--- src/rtl/mem_arbiter.sv ---
// mem_arbiter: shares the single unified memory port between instruction fetch
// and data requesters.
//
// One requester is chosen each cycle and its command is driven to memory
// combinationally (zero latency). The tag that memory hands back for an
// accepted load is recorded with its owner, so returning data is routed to
// the requester that issued the load. A bounded counter keeps a steady stream
// of data traffic from starving fetch.
//
// Ports
//   clock, reset                    clock; synchronous active-high reset
//   if_req_valid/addr               fetch load request
//   if_req_ack/tag                  fetch accepted this cycle, with its tag
//   if_rsp_valid/tag/data           fetch data returning
//   d_req_valid/cmd/addr/wdata      data request (BUS_LOAD / BUS_STORE)
//   d_req_ack/tag                   data accepted (tag 0 for a store)
//   d_rsp_valid/tag/data            data load returning
//   proc2mem_command/addr/data      memory command port
//   mem2proc_response               nonzero = accepted, value = tag
//   mem2proc_data/tag               returning load data and its tag
//
// Optional feature macro: MEM_ARB_DEBUG_EN adds dbg_orphan_err (sticky until
// reset), dbg_if_grants and dbg_d_grants (ack counters, wrap at 2^32).
`ifndef XLEN
`define XLEN 32
`endif

module mem_arbiter #(
    parameter int STARVE_LIMIT = 4,
    parameter int NUM_TAGS     = 16
) (
    input  logic               clock,
    input  logic               reset,
    input  logic               if_req_valid,
    input  logic [`XLEN-1:0]   if_req_addr,
    output logic               if_req_ack,
    output logic [3:0]         if_req_tag,
    output logic               if_rsp_valid,
    output logic [3:0]         if_rsp_tag,
    output logic [63:0]        if_rsp_data,
    input  logic               d_req_valid,
    input  logic [1:0]         d_req_cmd,
    input  logic [`XLEN-1:0]   d_req_addr,
    input  logic [63:0]        d_req_wdata,
    output logic               d_req_ack,
    output logic [3:0]         d_req_tag,
    output logic               d_rsp_valid,
    output logic [3:0]         d_rsp_tag,
    output logic [63:0]        d_rsp_data,
    output logic [1:0]         proc2mem_command,
    output logic [`XLEN-1:0]   proc2mem_addr,
    output logic [63:0]        proc2mem_data,
    input  logic [3:0]         mem2proc_response,
    input  logic [63:0]        mem2proc_data,
    input  logic [3:0]         mem2proc_tag
`ifdef MEM_ARB_DEBUG_EN
    ,
    output logic               dbg_orphan_err,
    output logic [31:0]        dbg_if_grants,
    output logic [31:0]        dbg_d_grants
`endif
);

    localparam logic [1:0] BUS_NONE  = 2'd0;
    localparam logic [1:0] BUS_LOAD  = 2'd1;
    localparam logic [1:0] BUS_STORE = 2'd2;
    localparam int         CNT_W     = $clog2(STARVE_LIMIT + 1);

    typedef enum logic { PRIO_D = 1'b0, PRIO_I = 1'b1 } prio_e;

    prio_e              state_q, state_d;
    logic [CNT_W-1:0]   starve_q, starve_d;
    logic [NUM_TAGS-1:0] own_vld_q;
    logic [NUM_TAGS-1:0] own_d_q;      // owner bit: 0 = fetch, 1 = data

    logic sel_if, sel_d, accepted, d_is_load, alloc;
    logic ret_hit, ret_owner_d;

    // ---------------- FSM state register ----------------
    always_ff @(posedge clock) begin
        if (reset) begin
            state_q  <= PRIO_D;
            starve_q <= '0;
        end else begin
            state_q  <= state_d;
            starve_q <= starve_d;
        end
    end

    // ---------------- FSM next state ----------------
    // Only accepted grants move the counter; a memory rejection leaves both
    // the counter and the priority untouched.
    always_comb begin
        state_d  = state_q;
        starve_d = starve_q;
        if (if_req_ack) begin
            state_d  = PRIO_D;
            starve_d = '0;
        end else if (d_req_ack && if_req_valid) begin
            if (starve_q < CNT_W'(STARVE_LIMIT))
                starve_d = starve_q + 1'b1;
            if (starve_d == CNT_W'(STARVE_LIMIT))
                state_d = PRIO_I;
        end
    end

    // ---------------- FSM outputs: requester selection ----------------
    always_comb begin
        sel_if = 1'b0;
        sel_d  = 1'b0;
        if (!reset) begin
            if (state_q == PRIO_D) begin
                sel_d  = d_req_valid;
                sel_if = if_req_valid && !d_req_valid;
            end else begin
                sel_if = if_req_valid;
                sel_d  = d_req_valid && !if_req_valid;
            end
        end
    end

    assign accepted  = (mem2proc_response != 4'd0);
    assign d_is_load = (d_req_cmd == BUS_LOAD);

    // Command path and ack/tag
    always_comb begin
        proc2mem_command = BUS_NONE;
        proc2mem_addr    = '0;
        proc2mem_data    = '0;
        if (sel_if) begin
            proc2mem_command = BUS_LOAD;
            proc2mem_addr    = if_req_addr;
        end else if (sel_d) begin
            proc2mem_command = d_req_cmd;
            proc2mem_addr    = d_req_addr;
            proc2mem_data    = d_req_wdata;
        end
    end

    assign if_req_ack = sel_if && accepted;
    assign d_req_ack  = sel_d && accepted;
    assign if_req_tag = if_req_ack ? mem2proc_response : 4'd0;
    assign d_req_tag  = (d_req_ack && d_is_load) ? mem2proc_response : 4'd0;
    assign alloc      = if_req_ack || (d_req_ack && d_is_load);

    // Return routing reads the table before this edge's update, so a return
    // and a re-allocation of the same tag route to the previous owner.
    assign ret_hit     = !reset && (mem2proc_tag != 4'd0) && own_vld_q[mem2proc_tag];
    assign ret_owner_d = own_d_q[mem2proc_tag];

    assign if_rsp_valid = ret_hit && !ret_owner_d;
    assign d_rsp_valid  = ret_hit && ret_owner_d;
    assign if_rsp_tag   = if_rsp_valid ? mem2proc_tag  : 4'd0;
    assign if_rsp_data  = if_rsp_valid ? mem2proc_data : 64'd0;
    assign d_rsp_tag    = d_rsp_valid  ? mem2proc_tag  : 4'd0;
    assign d_rsp_data   = d_rsp_valid  ? mem2proc_data : 64'd0;

    // Owner table: clear on return first, then a new allocation wins.
    always_ff @(posedge clock) begin
        if (reset) begin
            own_vld_q <= '0;
        end else begin
            if (ret_hit)
                own_vld_q[mem2proc_tag] <= 1'b0;
            if (alloc)
                own_vld_q[mem2proc_response] <= 1'b1;
        end
    end

    always_ff @(posedge clock) begin
        if (alloc)
            own_d_q[mem2proc_response] <= d_req_ack;
    end

`ifdef MEM_ARB_DEBUG_EN
    logic        orphan_q;
    logic [31:0] if_grants_q, d_grants_q;
    logic        ret_orphan;

    assign ret_orphan = !reset && (mem2proc_tag != 4'd0) && !own_vld_q[mem2proc_tag];

    always_ff @(posedge clock) begin
        if (reset) begin
            orphan_q    <= 1'b0;
            if_grants_q <= '0;
            d_grants_q  <= '0;
        end else begin
            if (ret_orphan)
                orphan_q <= 1'b1;
            if (if_req_ack)
                if_grants_q <= if_grants_q + 32'd1;
            if (d_req_ack)
                d_grants_q <= d_grants_q + 32'd1;
        end
    end

    assign dbg_orphan_err = orphan_q;
    assign dbg_if_grants  = if_grants_q;
    assign dbg_d_grants   = d_grants_q;
`endif

endmodule
--- config.mk ---
export PLATFORM = sky130hd
export DESIGN_NAME = mem_arbiter
export DESIGN_NICKNAME = d
export VERILOG_FILES = /design/src/rtl/mem_arbiter.sv
export SDC_FILE = /design/constraint.sdc
export NUM_CORES = 1
export LEC_CHECK = 0
export CAP_MARGIN = 25
export CORE_AREA = 5 5 174 176
export DETAILED_ROUTE_END_ITERATION = 16
export DIE_AREA = 0 0 179 181
export PLACE_DENSITY = 0.55
export SLEW_MARGIN = 20
export SYNTH_ARGS = -nofsm -noshare
export SYNTH_HDL_FRONTEND = slang
export SYNTH_SLANG_ARGS = --single-unit
--- constraint.sdc ---
create_clock -name clock -period 3.32 [get_ports clock]
set_input_delay 0.664 -clock clock [delete_from_list [all_inputs] [get_ports clock]]
set_output_delay 0.664 -clock clock [all_outputs]
set_load 0.01 [all_outputs]
==> key figures, run 1 <==
Route
  • Vias: 5626
  • # DRC: 0
  • Final WL: 27.8 mm
  • Post-route ant nets: 0
  • WL per Instance: 19.9 µm
  • First drt pass iteration count: 5
  • Vias per std cell: 4.03
  • Iter 0 DRT Violations: 244

Synth
  • Main combinational cell family by area after synthesis: simple AND/OR/NAND/NOR gates
  • Mux share of post-synthesis cell area: between 5 and 6%
  • Post-synth top flop: dfxtp_1
  • Synthesized area: 0.00357 mm²
  • Xor/xnor share of the synthesized area: 0.245%
  • Most common cell in the synthesized netlist: nor2_1
  • Synth area leaders: nor2_1 (15%), and2_1 (13%), edfxtp_1 (13%)
  • Register area share after synthesis: 24.1%
  • Yosys cell types: between 40 and 50
  • Ys async rst share: 0%
  • Synth Register Bits: 35
  • Gate Count Post-Synth: 520
  • Top cell type by total area after synthesis: nor2_1
  • Simple logic cell fraction of the synthesized area: 45.6%
  • Post-synth EDFFs: 16
  • Post-Syn Area per Cell: between 6 and 7 µm²
  • Syn Nets: just over 700
  • Ys Warns: 0
  • Synthesized-area fraction occupied by adder cells: less than 1%
  • Synth Area in Compound Gates: 15.2%
  • Top-area cell type share of the netlist area: between 10% and 20%
  • Most instantiated cells after synthesis: nor2_1 (143), and2_1 (77), nand2_1 (68)

CTS
  • TritonCTS clock tree: built
  • Sinks on the clock net: 35
  • Later-pin clock latency in the skew report: 0.28 ns
  • Root buffer cell: clkbuf_16
  • Clock Path Buffers: 2
  • H-tree Lvls: 2
  • Worst-path clk slew: 0.06 ns
  • Total CTS buffers: 5
  • CTS Hold Buffers Added: 0

Cells and area
  • Non-filler cells, final: roughly 1400
  • Diode count: 0
  • Fillers: 3075
  • Area Overhead vs Synth: 160%
  • Share of layout cells above drive strength 1: 17.7%
  • Final #Nets: 1217
  • End-of-flow core utilization: 32.5%

Pwr
  • Pwr/cell area: 206 mW/mm²
  • Cell internal pwr: 1.36 mW
  • Max IR drop VDD: roughly 0.00015 V
  • Sw Share: 28.5%
  • Comb power frac: 48.0%
  • Clock Power Share: roughly 28%
  • Net Sw Power: ~0.54 mW
  • Total power draw: 1.90 mW
  • Leakage: 4.36 nW
  • Flop pwr share: 24.1%

STA
  • Final Max Slew Viols: 0
  • Slew @ Worst Pin: 0.517 ns
  • RSZ-0062 raised after global routing: yes
  • Highest Clock Rate: slightly above 0.3 GHz
  • Hold Violations, Final: 0
  • Final worst path period share: 98.0%
  • Skew final: ~0.0054 ns
  • PnR worst setup slack: 0.0670 ns
  • Max-slew headroom: 65.2%
  • Sum of negative setup slack: 0 ns
  • Final Critical Period: 3.25 ns
  • # setup viols final: 0

Worst setup path
  • Element type at the critical path end: output port
  • Critical Path Start Type: primary input
  • Critical path class: primary input to output port
  • Req. time, crit path: 2.66 ns
  • Critical Path Fanout Max: 16
  • Critical Path AT: ~2.6 ns

Floorplan
  • Die Ht: between 150 and 200 µm
  • Core Area: 0.0285 mm²
  • Die Wd: about 180 µm
  • Number of I/O pins: 452
  • Initial Utilization: roughly 13%
  • Die Area: 0.0324 mm²
  • Row count: 62

Run
  • Maxcap violations: 0

Place
  • Placed Cells: 1369
  • IO Port Bufs: 451
  • GPL Wtd Cong: 0.850
  • Hpwl dp: 23.9 mm
  • Place WS: -0.672 ns

GRT
  • GRT overflow: 0
  • Number of global-route vias before repair: 5855
  • GRT Util Overall: 16.0%
  • Largest net degree at the start of global routing: 56
  • Initial antenna violation count: 3
  • First-pass GRT wire length: just under 40 mm

Status
  • Status: finished, final reports clean

Min path
  • Worst hold-check path type: flip-flop to flip-flop
[metal layers]
metal,global-route usage (%),routed length [µm],up-vias
li1,-,-,2690
met2,34.1,15600,327
met1,14.0,8620,2582
met3,5.14,2730,27
met5,0,0,-
met4,3.53,773,0
[power by group through the flow]
stage	sequential (mW)	combinational, mW	clock, mW
floorplan	0.467	0.262	0
detailed placement	0.468	0.845	0
finish	0.460	0.914	0.531
global placement	0.468	0.841	0
CTS	0.459	0.924	0.540
global route	0.460	0.969	0.553
[through the flow]
stage | hold slack (ns) | cell area (µm²)
floorplan | 0.444 | 3570
global placement | 0.456 | 8900
detailed placement | 0.460 | 8900
CTS | 0.469 | 9300
global route | 0.499 | 9260
finish | 0.470 | 9260
[registers in the layout, summed over array words and instances, names as in the netlist]
name and count:
own_d_q 16, own_vld_q 15, starve_q 3, state_q 1
[area by class of cell]
type / instances / area, µm² / share of cell area (%)
well taps: 384 / 480 / 5.19
repair buffers: 531 / 5240 / 56.6
flip-flops and latches: 35 / 861 / 9.29
inverters: 13 / 48.8 / 0.527
clock inverters: 3 / 43.8 / 0.473
clock buffers: 5 / 125 / 1.35
multi-input cells: 424 / 2460 / 26.6
[worst max-delay path, stage by stage]
cell and delay (ns):
buf_4 0.12, buf_6 0.12, buf_4 0.13, mux2_2 0.23
o22ai_2 0.09, o311ai_4 0.29, buf_6 0.17, bufbuf_16 0.30
nand2_2 0.08, nor2_1 0.13, clkdlybuf4s15_1 0.26
[cells by family after synthesis]
kind of cell,Yosys count
and+or+nand+nor,340
AOI/OAI and AO/OA,71
buffers and inverters,61
DFF,35
muxes,10
adders and majority gates,1
other,1
xor gates and xnor gates,1
[path summary, 6_finish.rpt]
kind | start | endpoint | slack [ns] | cells past startpoint
setup / recovery | mem2proc_tag[0] | if_rsp_data[21] | 0.07 | 11
hold / removal | own_vld_q[4] | own_vld_q[4] | 0.47 | 2
setup reg to reg | state_q | own_vld_q[13] | 1.59 | 6
hold reg to reg | own_vld_q[4] | own_vld_q[4] | 0.47 | 2
[what timing repair did]
item                       4_1_cts  5_1_grt
gates cloned                     6        0
buffers inserted                11        1
resized for setup              228       89
pin swaps                        6        2
setup endpoints to repair      229       82
[layout by cell type, fill, tap and decap left out, types with 5 or more instances in the layout]
cell type	count
a21oi_1	15
a22o_1	33
and2_1	77
and3_1	8
buf_12	13
buf_4	55
buf_6	10
clkbuf_16	5
clkbuf_2	29
clkdlybuf4s15_1	22
clkdlybuf4s15_2	9
clkdlybuf4s50_1	288
dfxtp_1	19
dlygate4sd2_1	77
dlymetal6s2s_1	17
edfxtp_1	16
inv_1	13
mux4_2	5
nand2_1	59
nand2_2	19
nand2b_1	5
nor2_1	138
o21ai_0	8
No activity file was read; power rests on OpenSTA's default activity.
==> run 2, diff against run 1 <==
Settings changed: CORE_AREA 5 5 174 176 to 5 5 170 172, CTS_BUF_LIST set to sky130_fd_sc_hd__clkbuf_8, DIE_AREA 0 0 179 181 to 0 0 175 177, PLACE_DENSITY 0.55 to 0.54, TNS_END_PERCENT set to 20.
==> key figures, run 2 (synthesis results as in run 1) <==
Route
  • Post-route ant nets: 0 (unchanged)
  • WL per Instance: 19.7 µm (-0.86%)
  • Vias per std cell: 4.13 (+2.3%)
  • Iter 0 DRT Violations: 224 (-8.2%)
  • # DRC: 0 (unchanged)
  • Vias: 5558 (-1.2%)
  • First drt pass iteration count: 4 (-1)
  • Final WL: 26.6 mm (-4.3%)

GRT
  • GRT Util Overall: 15.4% (-0.63 points)
  • Number of global-route vias before repair: 5597 (-4.4%)
  • First-pass GRT wire length: 35.7 mm (-7.6%)
  • Largest net degree at the start of global routing: 70 (+25%)
  • GRT overflow: 0 (unchanged)
  • Initial antenna violation count: 6 (+3)

Pwr
  • Sw Share: 28.7% (+0.27 points)
  • Pwr/cell area: 198 mW/mm² (-3.8%)
  • Cell internal pwr: 1.25 mW (-8.1%)
  • Total power draw: 1.76 mW (-7.7%)
  • Leakage: 4.22 nW (-3.3%)
  • Net Sw Power: 0.505 mW (-6.9%)
  • Flop pwr share: 26.1% (+2.0 points)
  • Comb power frac: 48.3% (+0.3 points)
  • Max IR drop VDD: 0.000156 V (+6.5%)
  • Clock Power Share: 25.7% (-2.2 points)

STA
  • # setup viols final: 0 (unchanged)
  • Final worst path period share: 99.5% (+1.5 points)
  • Final Critical Period: 3.30 ns (+0.0493 ns)
  • Slew @ Worst Pin: 0.692 ns (+0.175 ns)
  • RSZ-0062 raised after global routing: yes
  • Skew final: 0.00697 ns (+0.00157 ns)
  • Sum of negative setup slack: 0 ns (unchanged)
  • Hold Violations, Final: 0 (unchanged)
  • Hold WS: 0.478 ns (+0.00832 ns)
  • Final Max Slew Viols: 0 (unchanged)
  • Max-slew headroom: 53.4% (-12 points)
  • Highest Clock Rate: 0.303 GHz (-1.5%)

Floorplan
  • Row count: 61 (-1.6%)
  • Number of I/O pins: 452 (unchanged)
  • Die Wd: 175 µm (-2.2%)
  • Core Area: 0.0273 mm² (-4.0%)
  • Die Ht: 177 µm (-2.2%)
  • Initial Utilization: 13.1% (+0.53 points)
  • Die Area: 0.0310 mm² (-4.4%)

Place
  • GPL Wtd Cong: 0.821 (-3.4%)
  • Placed Cells: 1324 (-3.3%)
  • IO Port Bufs: 451 (unchanged)
  • Hpwl dp: 23.0 mm (-4.1%)
  • Placed instance area: 0.00885 mm² (-0.51%)

Cells and area
  • Area Overhead vs Synth: 149%
  • Biggest register: own_d_q
  • Non-filler cells, final: 1347 (-3.4%)
  • Fillers: 2975 (-3.3%)
  • Commonest cells after routing, fill and taps aside: clkdlybuf4s50_1 (290), nor2_1 (141), and2_1 (77)
  • Commonest non-fill, non-tap cell in the layout: clkdlybuf4s50_1
  • Final #Nets: 1206 (-0.90%)
  • Share of layout cells above drive strength 1: 18.6% (+0.89 points)
  • Regs by FF count: own_d_q: 16 flops, own_vld_q: 15 flops, starve_q: 3 flops
  • Post-route cell area: 0.00888 mm² (-4.1%)
  • Max reg flops: 16 (unchanged)

Worst setup path
  • Critical Path Fanout Max: 11 (-5)
  • Worst R2R Path Depth: 4 (-2)
  • RR Startpoint: state_q
  • Crit path cell chain: buf_6, buf_12, mux4_2, nand4b_1, o311ai_4, buf_4, bufbuf_16, and3_2, dlygate4sd2_1
  • Critical Path Start Type: primary input
  • RR Endpoint: own_d_q[12]
  • Critical path class: primary input to output port
  • Req. time, crit path: 2.66 ns (about the same)
  • Reg2reg setup slack: 1.53 ns (-0.06 ns)
  • Critical Path AT: 2.64 ns (+0.05 ns)
  • Element type at the critical path end: output port
  • Slowest stage cell, crit path: mux4_2
  • Slowest stage delay, CP: 0.52 ns (+0.22 ns)

CTS
  • Sinks on the clock net: 35 (unchanged)
  • Root buffer cell: clkbuf_8
  • Total CTS buffers: 5 (unchanged)
  • H-tree Lvls: 2 (unchanged)
  • Worst-path clk slew: 0.08 ns (+0.02 ns)
  • Clock Path Buffers: 2 (unchanged)
  • Later-pin clock latency in the skew report: 0.29 ns (about the same)
  • TritonCTS clock tree: built

Min path
  • Hold Path Depth: 2 (unchanged)
  • Hold endpoint: own_vld_q[1]
  • Worst hold-check path type: flip-flop to flip-flop
  • Hold_sp: own_vld_q[1]

Run
  • Maxcap violations: 0 (unchanged)

Status
  • Status: finished, final reports clean
[run 2: changes by cell type in the layout (fill, tap and decap cells not counted), moves of 4 or more]
cell             previous run  this run
clkbuf_8                    0         5
nand2_1                    59        63
buf_4                      55        49
clkdlybuf4s15_2             9         3
clkdlybuf4s15_1            22        15
dlygate4sd2_1              77        49
buf_6                      10         6
clkbuf_2                   29        67
buf_2                       4         0
[run 2: how the worst max path moves through the flow]
stage                               start               to  slack (ns)  depth (start not counted)
after floorplan           mem2proc_tag[3]   d_rsp_data[13]        0.50                          6
after global placement    mem2proc_tag[0]    if_rsp_tag[0]       -0.57                          8
after detailed placement  mem2proc_tag[0]  if_rsp_data[45]       -0.60                         10
after CTS                 mem2proc_tag[3]   d_rsp_data[43]       -0.28                          8
after global routing      mem2proc_tag[3]   d_rsp_data[28]       -0.06                         10
final                     mem2proc_tag[0]    if_rsp_tag[0]        0.02                          9
[run 2: what timing repair did]
item | in CTS | in global routing
gates cloned | 2 | 3
gates resized for setup | 162 | 175
hold buffers | 0 | 0
endpoints found under the setup margin | 235 | 160
pin swaps | 3 | 3
buffers inserted | 3 | 6
[run 2: power groups by stage]
stage	sequential (mW)	clock (mW)	combinational (mW)
after detailed placement	0.467	0	0.834
final	0.458	0.451	0.848
after CTS	0.458	0.456	0.831
after global placement	0.468	0	0.829
after global routing	0.458	0.481	0.902
after floorplan	0.467	0	0.262
[run 2: layout make-up]
cell class                 instances  area, µm²  share of cell area (%)
clock buffer                       5       68.8                   0.775
multi-input combinational        424       2430                    27.3
antenna                            1       2.50                  0.0282
inverter                          13       48.8                   0.549
tap                              346        433                    4.87
clock inverter                     3       63.8                   0.719
sequential                        35        861                    9.69
timing repair buffer             520       4980                    56.0
[run 2: metrics by stage]
| step | util, % | setup WS [ns] |
|---|---|---|
| 4_1_cts | 32.7 | -0.276 |
| 3_5_place_dp | 32.4 | -0.603 |
| 5_1_grt | 32.5 | -0.0589 |
| 2_1_floorplan | - | 0.500 |
| 3_3_place_gp | 32.4 | -0.569 |
| 6_report | 32.5 | 0.0177 |
[run 2: metal layers]
metal	track usage [%]	vias up	part of all wire [%]
li1	-	2671	-
met1	13.6	2539	31
met2	31.5	318	55
met3	5.77	28	9.8
met4	5.47	2	3.5
met5	0	-	0.026
[run 2: worst max-delay path: cells and delay by family]
| kind | cells | cell delay, ns |
|---|---|---|
| compound gates | 1 | 0.12 |
| buf+inv | 5 | 0.93 |
| mux | 1 | 0.52 |
| simple gates | 2 | 0.39 |
==> run 3, diff against run 2 <==
Settings changed: CAP_MARGIN 25 to unset.
==> results of run 3 <==
No change in the layout: final DEF, timing and power equal those of run 2.
